[config.mk]
export PLATFORM = sky130hd
export DESIGN_NAME = fifo_burst_reader_flat
export DESIGN_NICKNAME = d
export VERILOG_FILES = /design/src/rtl/fifo_burst_reader_if.sv /design/src/rtl/fifo_burst_reader.sv /design/src/flat_wrapper.sv
export SDC_FILE = /design/constraint.sdc
export NUM_CORES = 1
export LEC_CHECK = 0
export BUFFER_PORTS_ARGS = -buffer_cell sky130_fd_sc_hd__clkbuf_2
export CAP_MARGIN = 25
export CORE_UTILIZATION = 50
export DETAILED_ROUTE_END_ITERATION = 16
export PLACE_DENSITY = 0.68
export SLEW_MARGIN = 20
export SYNTH_ARGS = -nofsm -noshare
export SYNTH_HDL_FRONTEND = slang
export SYNTH_SLANG_ARGS = --single-unit
[constraint.sdc]
create_clock -name clk -period 4.1 [get_ports clk]
set_input_delay 0.82 -clock clk [delete_from_list [all_inputs] [get_ports clk]]
set_output_delay 0.82 -clock clk [all_outputs]
set_load 0.02 [all_outputs]
[src/rtl/fifo_burst_reader_if.sv]
// FIFO first-word-fall-through read port and valid/ready output stream of fifo_burst_reader.
// master = the burst reader, slave = the FIFO/stream environment around it.
interface fifo_burst_reader_if #(
    parameter int DATAWIDTH = 18
);
    logic [DATAWIDTH-1:0] fifo_rd_data;
    logic                 fifo_ne;
    logic                 fifo_re;
    logic                 flush;
    logic [DATAWIDTH-1:0] out_data;
    logic                 out_sof;
    logic                 out_eof;
    logic                 out_valid;
    logic                 out_ready;

    modport master (
        input  fifo_rd_data, fifo_ne, flush, out_ready,
        output fifo_re, out_data, out_sof, out_eof, out_valid
    );

    modport slave (
        output fifo_rd_data, fifo_ne, flush, out_ready,
        input  fifo_re, out_data, out_sof, out_eof, out_valid
    );
endinterface

[src/rtl/fifo_burst_reader.sv]
// Drains a FWFT FIFO through a 1-word hold register and 2-entry skid into an sof/eof framed stream.
// Optional statistics outputs are enabled by defining FIFO_BURST_READER_STATS_EN.
module fifo_burst_reader #(
    parameter int DATAWIDTH = 18,
    parameter int BURSTBITS = 4,
    parameter int TIMEOUT   = 64
) (
    input  logic                clk,
    input  logic                reset_l,
`ifdef FIFO_BURST_READER_STATS_EN
    output logic [31:0]         stat_words,
    output logic [15:0]         stat_bursts,
    output logic                stat_tmo,
`endif
    fifo_burst_reader_if.master bus
);
    localparam int              IDXW      = BURSTBITS + 1;
    localparam logic [IDXW-1:0] BURST_LEN = IDXW'(1 << BURSTBITS);
    localparam logic [15:0]     TMO       = 16'(TIMEOUT);

    typedef enum logic {IDLE, HOLD} state_t;

    typedef struct packed {
        logic [DATAWIDTH-1:0] data;
        logic                 sof;
        logic                 eof;
    } entry_t;

    state_t               state_q, state_d;
    logic [DATAWIDTH-1:0] hold_data_q, hold_data_d;
    logic [IDXW-1:0]      hold_idx_q, hold_idx_d;
    logic [15:0]          timer_q, timer_d;
    logic                 flush_pend_q, flush_pend_d;
    logic [1:0]           skid_occ_q;
    entry_t               sk0_q, sk1_q;

    logic   pop, rel, rel_eof, full, flush_any, tmo_hit, out_fire;
    entry_t rel_entry;

    assign full      = (skid_occ_q == 2'd2);
    assign flush_any = bus.flush || flush_pend_q;
    assign tmo_hit   = (timer_q == TMO);
    // Gated by reset so the FIFO is never popped while our state is being discarded.
    assign pop       = reset_l && bus.fifo_ne && ((state_q == IDLE) || !full);
    assign out_fire  = (skid_occ_q != 2'd0) && bus.out_ready;

    always_comb begin
        state_d      = state_q;
        hold_data_d  = hold_data_q;
        hold_idx_d   = hold_idx_q;
        timer_d      = timer_q;
        flush_pend_d = flush_pend_q;
        rel          = 1'b0;
        rel_eof      = 1'b0;
        case (state_q)
            IDLE: begin
                timer_d      = '0;
                flush_pend_d = 1'b0;
                if (pop) begin
                    state_d     = HOLD;
                    hold_data_d = bus.fifo_rd_data;
                    hold_idx_d  = IDXW'(1);
                end
            end
            HOLD: begin
                // A pop always releases the held word; it beats a same-cycle timeout.
                if (!full) begin
                    if (pop) begin
                        rel     = 1'b1;
                        rel_eof = (hold_idx_q == BURST_LEN);
                    end else if ((hold_idx_q == BURST_LEN) || flush_any || tmo_hit) begin
                        rel     = 1'b1;
                        rel_eof = 1'b1;
                    end
                end else if (bus.flush) begin
                    flush_pend_d = 1'b1;
                end
                if (rel) flush_pend_d = 1'b0;
                if (pop) begin
                    hold_data_d = bus.fifo_rd_data;
                    hold_idx_d  = rel_eof ? IDXW'(1) : hold_idx_q + IDXW'(1);
                    timer_d     = '0;
                end else if (rel) begin
                    state_d = IDLE;
                    timer_d = '0;
                end else if (!bus.fifo_ne && !tmo_hit) begin
                    timer_d = timer_q + 16'd1;
                end
            end
            default: state_d = IDLE;
        endcase
        rel_entry.data = hold_data_q;
        rel_entry.sof  = (hold_idx_q == IDXW'(1));
        rel_entry.eof  = rel_eof;
    end

    always_ff @(posedge clk) begin
        if (!reset_l) begin
            state_q      <= IDLE;
            hold_data_q  <= '0;
            hold_idx_q   <= '0;
            timer_q      <= '0;
            flush_pend_q <= 1'b0;
            skid_occ_q   <= 2'd0;
            sk0_q        <= '0;
            sk1_q        <= '0;
        end else begin
            state_q      <= state_d;
            hold_data_q  <= hold_data_d;
            hold_idx_q   <= hold_idx_d;
            timer_q      <= timer_d;
            flush_pend_q <= flush_pend_d;
            // Push with pop is only possible at occupancy 1, so the new word becomes the head.
            case ({rel, out_fire})
                2'b10: begin
                    if (skid_occ_q == 2'd0) sk0_q <= rel_entry;
                    else                    sk1_q <= rel_entry;
                    skid_occ_q <= skid_occ_q + 2'd1;
                end
                2'b01: begin
                    sk0_q      <= sk1_q;
                    skid_occ_q <= skid_occ_q - 2'd1;
                end
                2'b11:   sk0_q <= rel_entry;
                default: ;
            endcase
        end
    end

    assign bus.fifo_re   = pop;
    assign bus.out_valid = (skid_occ_q != 2'd0);
    assign bus.out_data  = sk0_q.data;
    assign bus.out_sof   = sk0_q.sof;
    assign bus.out_eof   = sk0_q.eof;

`ifdef FIFO_BURST_READER_STATS_EN
    logic [31:0] stat_words_q;
    logic [15:0] stat_bursts_q;
    logic        stat_tmo_q;
    logic        tmo_close;

    assign tmo_close = rel && !pop && (hold_idx_q != BURST_LEN) && !flush_any;

    always_ff @(posedge clk) begin
        if (!reset_l) begin
            stat_words_q  <= '0;
            stat_bursts_q <= '0;
            stat_tmo_q    <= 1'b0;
        end else begin
            if (out_fire)              stat_words_q  <= stat_words_q + 32'd1;
            if (out_fire && sk0_q.eof) stat_bursts_q <= stat_bursts_q + 16'd1;
            if (tmo_close)             stat_tmo_q    <= 1'b1;
        end
    end

    assign stat_words  = stat_words_q;
    assign stat_bursts = stat_bursts_q;
    assign stat_tmo    = stat_tmo_q;
`endif
endmodule

[src/flat_wrapper.sv]
// flat-port wrapper written by rule: the top's interface ports become plain ports
module fifo_burst_reader_flat 
#(
    parameter int DATAWIDTH = 18,
    parameter int BURSTBITS = 4,
    parameter int TIMEOUT   = 64
)
  (clk, reset_l, bus_fifo_rd_data, bus_fifo_ne, bus_flush, bus_out_ready, bus_fifo_re, bus_out_data, bus_out_sof, bus_out_eof, bus_out_valid);
  fifo_burst_reader_if #(.DATAWIDTH(DATAWIDTH)) bus_i ();
  input  logic clk;
  input  logic reset_l;
  input wire logic [$bits(bus_i.fifo_rd_data)-1:0] bus_fifo_rd_data;
  input wire logic [$bits(bus_i.fifo_ne)-1:0] bus_fifo_ne;
  input wire logic [$bits(bus_i.flush)-1:0] bus_flush;
  input wire logic [$bits(bus_i.out_ready)-1:0] bus_out_ready;
  output wire logic [$bits(bus_i.fifo_re)-1:0] bus_fifo_re;
  output wire logic [$bits(bus_i.out_data)-1:0] bus_out_data;
  output wire logic [$bits(bus_i.out_sof)-1:0] bus_out_sof;
  output wire logic [$bits(bus_i.out_eof)-1:0] bus_out_eof;
  output wire logic [$bits(bus_i.out_valid)-1:0] bus_out_valid;
  assign bus_i.fifo_rd_data = bus_fifo_rd_data;
  assign bus_i.fifo_ne = bus_fifo_ne;
  assign bus_i.flush = bus_flush;
  assign bus_i.out_ready = bus_out_ready;
  assign bus_fifo_re = bus_i.fifo_re;
  assign bus_out_data = bus_i.out_data;
  assign bus_out_sof = bus_i.out_sof;
  assign bus_out_eof = bus_i.out_eof;
  assign bus_out_valid = bus_i.out_valid;
  fifo_burst_reader #(.DATAWIDTH(DATAWIDTH), .BURSTBITS(BURSTBITS), .TIMEOUT(TIMEOUT)) u_core (.clk(clk), .reset_l(reset_l), .bus(bus_i));
endmodule
Word level (Yosys, flattened, before mapping)
Index checks and enable logic that the tools add are counted.
- input bits: 23
- register bits: 83
- output and inout bits: 22
- equal/unequal tests: 13
- bitwise operators: 2
- reduce and logical (&&, ||, !) cells: 19
- add/sub/neg operators: 4
- mux-type cells: 29
- operators by type and width (kind ; number):
    $pmux 20 s3 ; 1
    $mux 16 ; 3
    $pmux 16 s2 ; 1
    $mux 20 ; 1
    $mux 18 ; 1
    $add 16x1->16 const B ; 1
    $eq 16x7->1 const B ; 1
    $mux 1 ; 15
    $mux 5 ; 3
    $pmux 5 s2 ; 1
    $reduce_and 2->1 ; 4
    $eq 2x2->1 const B ; 3
    $ne 3x3->1 const B ; 2
    $add 5x1->5 const B ; 1
    $eq 5x1->1 const B ; 1
    $eq 5x5->1 const B ; 1
    $logic_and 1x1->1 ; 4
    $logic_or 1x1->1 ; 4
    $ne 2x2->1 const B ; 2
    $ne 4x4->1 const B ; 1
    $pmux 1 s2 ; 2
    $pmux 2 s2 ; 1
    $reduce_bool 2->1 ; 2
    $logic_not 1->1 ; 3
    7 further kinds ; 8

Longest topological paths before layout
Gate-level depths: netlist (run 1).
- depth in word-level cells: 11
- mapped depth: 11

Least setup slack after synthesis (run 1)
OpenSTA, ideal clock, no wires.
- kind: input-to-reg
- start: in bus_flush
- end: reg u_core.sk0_q (netlist bit u_core.bus.out_data[0])
- slack: 1.192 ns
- arrival: 2.762 ns
- setup time: 0.146 ns
- data required time: 3.954 ns
- stages on the path: 9
- path through: or2_2 > a311oi_4 > a21oi_1 > inv_1 > ha_1 > clkbuf_1 > clkbuf_1 > mux2i_1 > a211oi_2
- word-level cells in the longest chain between the ends: 11
- elaborated cells between the ends (all ways): 15
- RTL lines (element ; line ; text):
    from (decl) ; flat_wrapper.sv:14 ; input wire logic [$bits(bus_i.flush)-1:0] bus_flush;
    $logic_or 1x1->1 * ; fifo_burst_reader.sv:41 ; assign flush_any = bus.flush || flush_pend_q;
    $logic_or 1x1->1 * (2 in series) ; fifo_burst_reader.sv:71 ; end else if ((hold_idx_q == BURST_LEN) || flush_any || tmo_hit) begin
    $mux 1 * ; fifo_burst_reader.sv:71 ;
    $mux 1 * ; fifo_burst_reader.sv:68 ; if (pop) begin
    $mux 1 * ; fifo_burst_reader.sv:67 ; if (!full) begin
    $mux 1 * (2 in series) ; fifo_burst_reader.sv:55 ; case (state_q)
    $eq 2x2->1 or $eq 2x1->1 (tied branches) ; fifo_burst_reader.sv:114 ; case ({rel, out_fire})
    $ne 2x1->1 (no line) or $reduce_bool 3->1 (tied branches) ; - ;
    $reduce_and 2->1 (no line) ; - ;
    to (signal assigned) ; fifo_burst_reader.sv:116 ; if (skid_occ_q == 2'd0) sk0_q <= rel_entry;
    to (signal assigned) ; fifo_burst_reader.sv:121 ; sk0_q <= sk1_q;
    to (signal assigned) ; fifo_burst_reader.sv:124 ; 2'b11: sk0_q <= rel_entry;
    to (decl) ; fifo_burst_reader.sv:35 ; entry_t sk0_q, sk1_q;
Mark *: on every way between the ends. The rest lies on a longest branch, timed or not. The select of a mux whose other input is x is not followed.
A chain may end at the register's enable or synchronous reset.

Worst setup path after layout (run 1)
- start: reg u_core.hold_idx_q[0]
- end: reg u_core.sk1_q[9] in the netlist's numbering
- word-level cells in the longest chain between the ends: 10
- RTL lines (element ; line ; text):
    from (decl) ; fifo_burst_reader.sv:31 ; logic [IDXW-1:0] hold_idx_q, hold_idx_d;
    from (signal assigned) ; fifo_burst_reader.sv:110 ; hold_idx_q <= hold_idx_d;
    $eq 5x5->1 ; fifo_burst_reader.sv:71 ;
    $logic_or 1x1->1 (2 in series) ; fifo_burst_reader.sv:71 ;
    $mux 1 ; fifo_burst_reader.sv:71 ;
    $mux 1 ; fifo_burst_reader.sv:68 ;
    $mux 1 ; fifo_burst_reader.sv:67 ;
    $mux 1 (2 in series) ; fifo_burst_reader.sv:55 ;
    $eq 2x2->1 ; fifo_burst_reader.sv:114 ;
    $reduce_and 2->1 (no line) ; - ;
    to (signal assigned) ; fifo_burst_reader.sv:117 ; else sk1_q <= rel_entry;
    to (decl) ; fifo_burst_reader.sv:35 ;
No other way between the ends. The select of a mux whose other input is x is not followed.

==> impl_metrics.yaml, run 1 <==
status:
  status: "finished clean"
worst_hold_path:
  hold_class: "flop to flop"
  hp-start: "u_core.sk1_q[14]"
  whs_path_depth: 2
  whs_endpoint: "u_core.sk1_q[14]"
detailed_routing:
  avgViaCountPerCell: 5.54
  wl_per_cell_um: 14.9
  ant_nets: 0
  first_iter_violations: 146
  drcViolationCount: 0
  wl_um: 8610
  firstDrtPassIters: 4
  vias: 3201
sta:
  hold_violations: 0
  setup_slack_ns: 1.03
  timing.setup.tns_ns: 0
  period_minus_slack_ns: 3.07
  slew_viol_final: 0
  slew_headroom_pct: 33.5
  tightest_slew_ns: 0.997
  fmax_mhz: 326
  fin_crit_sh_pct: 74.8
  skew_ns: 0.0139
  setup_viol: 0
  grt_setup_unrepaired: "no"
final_layout:
  layout_commonest_cell: "nand2_1"
  finalNetCount: 504
  fin_cells: 578
  fill_cells: 644
  drive_gt1_share_pct: 21.7
  n_antenna_cell: 0
  area_growth_pct: 13.4
  final_cell_mix: "86 x nand2_1, 83 x dfxtp_1, 44 x clkbuf_2"
synth:
  yosysWarnings: 0
  ys_ff_latch: 83
  syn_avg_cell_area_um2: 8.66
  synthArstFlopShare_pct: 0
  netlist_area_mm2: 0.00377
  syn_inst: 435
  ys_seq_area_share_pct: 44.1
  synth.lib_cells_used.distinct: 48
  synth_edf_count: 0
  synth_flop_cell: "dfxtp_1"
  syn-num-nets: 465
clocking:
  cts_buffers: 9
  clock_sinks: 83
  cts_setup_buffers: 0
  cts_hold_buf: 0
  cts_htree_levels: 3
  clockRootBuffer: "clkbuf_8"
  clk_latency_ns: 0.36
  cts.clk_slew.worst_paths_ns: 0.09
  cts_buffer_depth: 2
  cts_tree: "done"
  postCtsResizedCells: 0
setup_path:
  crit_buf_inv: 2
  critPathMaxStageDelay_ns: 0.68
  cp_top_family: "simple AND/OR/NAND/NOR gates"
  startpoint_type: "flop"
  required_ns: 4.39
  cp_slowest_cell: "nor2b_1"
  endpoint_kind: "flop"
  critPathMaxFanout: 11
  rr_startpoint: "u_core.hold_idx_q[0]"
  worst_r2r_endpoint: "u_core.sk1_q[9]"
  path_class: "flop to flop"
  critical_path.cell_chain: "inv_1 -> ha_1 -> nor4bb_1 -> a311oi_4 -> a21oi_1 -> ha_1 -> nor2b_1 -> buf_4 -> nand2_1 -> a21oi_1"
  r2r_cells: 10
  crit_start: "u_core.hold_idx_q[0]"
  r2r_setup_slack_ns: 1.03
  cp.arrival_ns: 3.35
global_route:
  grt_pass1_vias: 2946
  grt_pass1_wl_um: 13900
  top_usage_layer: "met2"
  antenna_found_initial: 0
  gr-usage-met2_pct: 39.5
  grt_usage_pct: 23.2
  grt-ovfl-total: 0
  grt_max_degree: 47
  grt_use_met1_pct: 29.7
  grtUsageMet3_pct: 3.36
die:
  rows: 31
  die_area_mm2: 0.00788
  initial_core_util_pct: 51.9
  die_h_um: 88.8
  die_w_um: 88.8
  ios: 45
  core-area_mm2: 0.00725
placement:
  gp_congestion: 0.761
  dp_cells: 562
  port_buffers: 44
  dp_hpwl_um: 5760
  dp_slack_ns: 0.871
pwr:
  peakVddDrop_mv: 0.378
  p_leak_nw: 1.62
  power_density_mw_per_mm2: 518
job:
  cap_violations: 0
## cells by family (layout without fill, tap and decap cells)
| group | Yosys count | after routing | share of synthesized area [%] |
|---|---|---|---|
| mux | 18 | 18 | 4.78 |
| simple gates | 191 | 191 | 24.0 |
| xor+xnor | 8 | 8 | 1.86 |
| buf+inv | 38 | 82 | 4.39 |
| fa+ha+maj | 7 | 7 | 2.33 |
| compound gates | 90 | 90 | 18.5 |
| flops | 83 | 83 | 44.1 |
## synthesized netlist by cell type, drive strengths merged, types with 3 or more instances
library cell | n | area share (%)
mux2i | 18 | 4.8
nand4 | 7 | 1.2
a211oi | 23 | 7.2
buf | 7 | 1.3
inv | 13 | 1.3
xor2 | 5 | 1.2
nor4 | 5 | 1.2
nor2 | 19 | 1.9
dfxtp | 83 | 44
and3 | 5 | 0.83
a21oi | 37 | 5.6
nor3 | 27 | 3.6
o31ai | 3 | 0.60
o21ai | 16 | 2.1
nand3 | 28 | 3.9
ha | 7 | 2.3
xnor2 | 3 | 0.70
clkbuf | 18 | 1.8
nand2 | 86 | 8.6
## state kept, by name (all words and copies together), names as in the netlist
signal,flops
u_core.hold_idx_q,5
u_core.skid_occ_q,2
u_core.flush_pend_q,1
u_core.sk1_q,20
u_core.timer_q,16
u_core.state_q,1
u_core.bus.out_sof,1
u_core.bus.out_data,18
u_core.bus.out_eof,1
u_core.hold_data_q,18
## power by group
part	internal, mW	switching [mW]
logic	0.238	0.399
registers	0.899	0.0653
clock network	0.302	0.309
## worst min-delay path: stages, from the launching register on
cell and delay, ns:
dfxtp_1 0.32, nand2_1 0.05, a21oi_1 0.05
## how the worst max path moves through the flow
stage                                   endpoint  depth (start not counted)
after floorplan           u_core.bus.out_data[0]                          9
after global placement          u_core.sk1_q[16]                          8
after detailed placement        u_core.sk1_q[15]                          8
after CTS                        u_core.sk1_q[9]                         10
after global routing            u_core.sk1_q[15]                         10
final                            u_core.sk1_q[9]                         10
## final cells by class
class                      count  area (um2)  share of cell area (%)
clock inverter                 5        61.3                    1.44
inverter                      13        48.8                    1.14
clock buffer                  11         141                    3.31
tap                           99         124                    2.90
sequential                    83        1660                    38.9
timing repair buffer          53         295                    6.91
multi-input combinational    314        1940                    45.4
## per-layer routing
layer	share of wire (%)	vias to the layer above
met4	1.2	0
met2	48	65
met3	3.9	11
met5	0	-
li1	-	1602
met1	47	1523
## metrics by stage
step           power (mW)  utilization [%]  hold WS (ns)  area, um2
6_report             2.21             58.9         0.460       4270
5_1_grt              2.32             58.9         0.477       4270
4_1_cts              2.22             58.9         0.463       4270
3_5_place_dp         1.62             56.1         0.451       4070
3_3_place_gp         1.60             55.9         0.442       4050
2_1_floorplan        1.44                -         0.429       3770
(Power assumes the default switching activity.)
==> run 2: changes to the inputs <==
- ABC_AREA: not set -> 1
- PLACE_DENSITY: 0.68 -> 0.71
- clock period: 4.1 -> 2.8 ns (I/O delays scaled with it)
==> run 2 against run 1 <==
Effect of this change:
- critical path depth is 6 higher
- critical endpoint is now u_core.bus.out_data[16]
- final cell count is 15% higher
- sequential power is 39% higher
- core utilization is 0.18 points lower
- hold slack better by 0.011 ns
- largest power group unchanged
==> impl_metrics.yaml, run 2 <==
clocking:
  clock_sinks: 83
  cts_hold_buf: 0
  cts_tree: "done"
  cts_buffers: 9
  cts_htree_levels: 3
  cts_buffer_depth: 2
  clk_latency_ns: 0.36
  cts.clk_slew.worst_paths_ns: 0.09
  cts_setup_buffers: 0
  postCtsResizedCells: 0
  clockRootBuffer: "clkbuf_8"
synth:
  synth.lib_cells_used.distinct: 30
  synth_top_area_cell: "dfxtp_1"
  synth_area_leaders: "dfxtp_1 44%, nand2_1 8.7%, o21ai_0 8.6%"
  ys_ff_latch: 83
  synth_edf_count: 0
  synthArstFlopShare_pct: 0
  yosys-top-cells-count: "88 x nand2_1, 83 x dfxtp_1, 76 x nor2_1, 65 x o21ai_0, 54 x a21oi_1"
  yosysMostFrequentCell: "nand2_1"
  syn_inst: 523
  ys_seq_area_share_pct: 43.9
  yosysWarnings: 0
  synth_top_area_share_pct: 43.9
  netlist_area_mm2: 0.00378
  syn-num-nets: 553
  synth_flop_cell: "dfxtp_1"
  syn_avg_cell_area_um2: 7.24
sta:
  setup_slack_ns: 0.306
  slew_headroom_pct: 63.3
  fmax_mhz: 401
  tightest_slew_ns: 0.551
  period_minus_slack_ns: 2.49
  grt_setup_unrepaired: "no"
  timing.setup.tns_ns: 0
  setup_viol: 0
  fin_crit_sh_pct: 89.1
  slew_viol_final: 0
  hold_violations: 0
  skew_ns: 0.0141
final_layout:
  fill_cells: 722
  n_antenna_cell: 0
  multi_input_area_mm2: 0.00177
  final_cell_mix: "88 x nand2_1, 83 x dfxtp_1, 76 x nor2_1"
  drive_gt1_share_pct: 15.3
  layout_commonest_cell: "nand2_1"
  finalNetCount: 588
  largest_register: "u_core.sk1_q"
  largest_reg_flops: 20
  area_growth_pct: 13.1
  final-seq-area_mm2: 0.00166
  fin_util_pct: 58.7
die:
  die_h_um: 89.0
  die_area_mm2: 0.00792
  rows: 31
  initial_core_util_pct: 51.9
  core-area_mm2: 0.00729
  ios: 45
  die_w_um: 89.0
setup_path:
  crit_start: "u_core.hold_idx_q[0]"
  startpoint_type: "flop"
  required_ns: 3.07
  cp.arrival_ns: 2.76
  worst_r2r_endpoint: "u_core.bus.out_data[16]"
  path_class: "flop to flop"
  crit_end: "u_core.bus.out_data[16]"
  rr_startpoint: "u_core.hold_idx_q[0]"
  critPathMaxStageDelay_ns: 0.45
  critPathMaxFanout: 26
  cp_slowest_cell: "ha_1"
  r2r_setup_slack_ns: 0.31
  r2r_cells: 16
  endpoint_kind: "flop"
  critical_path.cell_chain: "inv_1 -> ha_1 -> nand2_1 -> inv_1 -> nand2_1 -> nand2_1 -> nor2_4 -> nand2_4 -> nand2_4 -> nor2_1 -> inv_1 -> ha_1 -> buf_4 -> o21ai_0 -> nor2_1 -> nor2_1"
global_route:
  top_usage_layer: "met2"
  grtUsageMet3_pct: 3.60
  grt_use_met1_pct: 27.4
  grt_usage_pct: 22.3
  grt-ovfl-total: 0
  grt_pass1_wl_um: 13700
  gr-usage-met2_pct: 39.5
  grt_pass1_vias: 3133
  grt_max_degree: 64
  antenna_found_initial: 0
detailed_routing:
  vias: 3391
  avgViaCountPerCell: 5.12
  ant_nets: 0
  firstDrtPassIters: 4
  wl_per_cell_um: 12.4
  wl_um: 8180
  first_iter_violations: 205
  drcViolationCount: 0
placement:
  dp_hpwl_um: 5450
  port_buffers: 44
  gp_congestion: 0.841
  dp_slack_ns: 0.301
job:
  cap_violations: 0
pwr:
  peakVddDrop_mv: 0.384
  p_leak_nw: 1.86
  power_density_mw_per_mm2: 686
status:
  status: "finished clean"
worst_hold_path:
  hold_class: "flop to flop"
==> run 2: cell types whose count changed in the layout (fill, tap and decap cells not counted), moves of 22 or more <==
| cell | change |
|---|---|
| nor2_1 | +57 |
| o21ai_0 | +52 |
| inv_1 | +42 |
| a21oi_1 | +24 |
| nor3_1 | -22 |
==> run 2: routing by layer <==
metal | routed length, um | vias to the layer above
met5 | 0 | -
met4 | 97 | 0
met3 | 370 | 8
met2 | 3960 | 65
met1 | 3750 | 1559
li1 | - | 1759
==> run 2: kinds of logic after synthesis <==
| family | Yosys count | synth area share [%] |
|---|---|---|
| AOI/OAI and AO/OA | 129 | 17.6 |
| DFF | 83 | 43.9 |
| xor gates and xnor gates | 3 | 0.694 |
| buffers and inverters | 85 | 9.32 |
| and+or+nand+nor | 216 | 26.2 |
| adders and majority gates | 7 | 2.31 |
==> run 2: worst min-delay path by stage <==
stage                                         to            startpoint  cells past startpoint
after CTS                     u_core.timer_q[14]    u_core.timer_q[14]                      2
after floorplan               u_core.timer_q[14]    u_core.timer_q[14]                      2
after detailed placement      u_core.timer_q[14]    u_core.timer_q[14]                      2
final                         u_core.timer_q[14]    u_core.timer_q[14]                      2
after global routing      u_core.hold_data_q[10]  bus_fifo_rd_data[10]                      3
after global placement        u_core.timer_q[14]    u_core.timer_q[14]                      2
==> run 2: power breakdown <==
| part | total (mW) | switching [mW] | internal, mW |
|---|---|---|---|
| registers | 1.34 | 0.0536 | 1.29 |
| logic | 0.600 | 0.396 | 0.204 |
| clock network | 0.995 | 0.457 | 0.538 |
==> run 2: metrics by stage <==
step	area [um2]	total power, mW	instances	hold slack, ns
finish	4280	2.94	662	0.471
global route	4280	3.10	662	0.497
CTS	4280	2.96	662	0.470
detailed placement	4050	1.97	646	0.459
global placement	4050	1.96	646	0.448
floorplan	3780	1.81	523	0.434
==> run 2: final cells by class <==
class	instances	share of cell area, %
clock buffer	10	3.21
timing repair buffer	50	6.20
tap	99	2.89
multi-input combinational	355	41.4
clock inverter	6	2.25
sequential	83	38.8
inverter	59	5.29
==> run 2: worst max-delay path, delay by kind of cell, from the launching register on <==
kind / cells / cell delay (ns)
AO/OA/AOI/OAI: 1 / 0.15
buffers and inverters: 4 / 0.51
AND/OR/NAND/NOR: 9 / 0.72
adder cells (fa/ha/maj): 2 / 0.64
flip-flops: 1 / 0.37
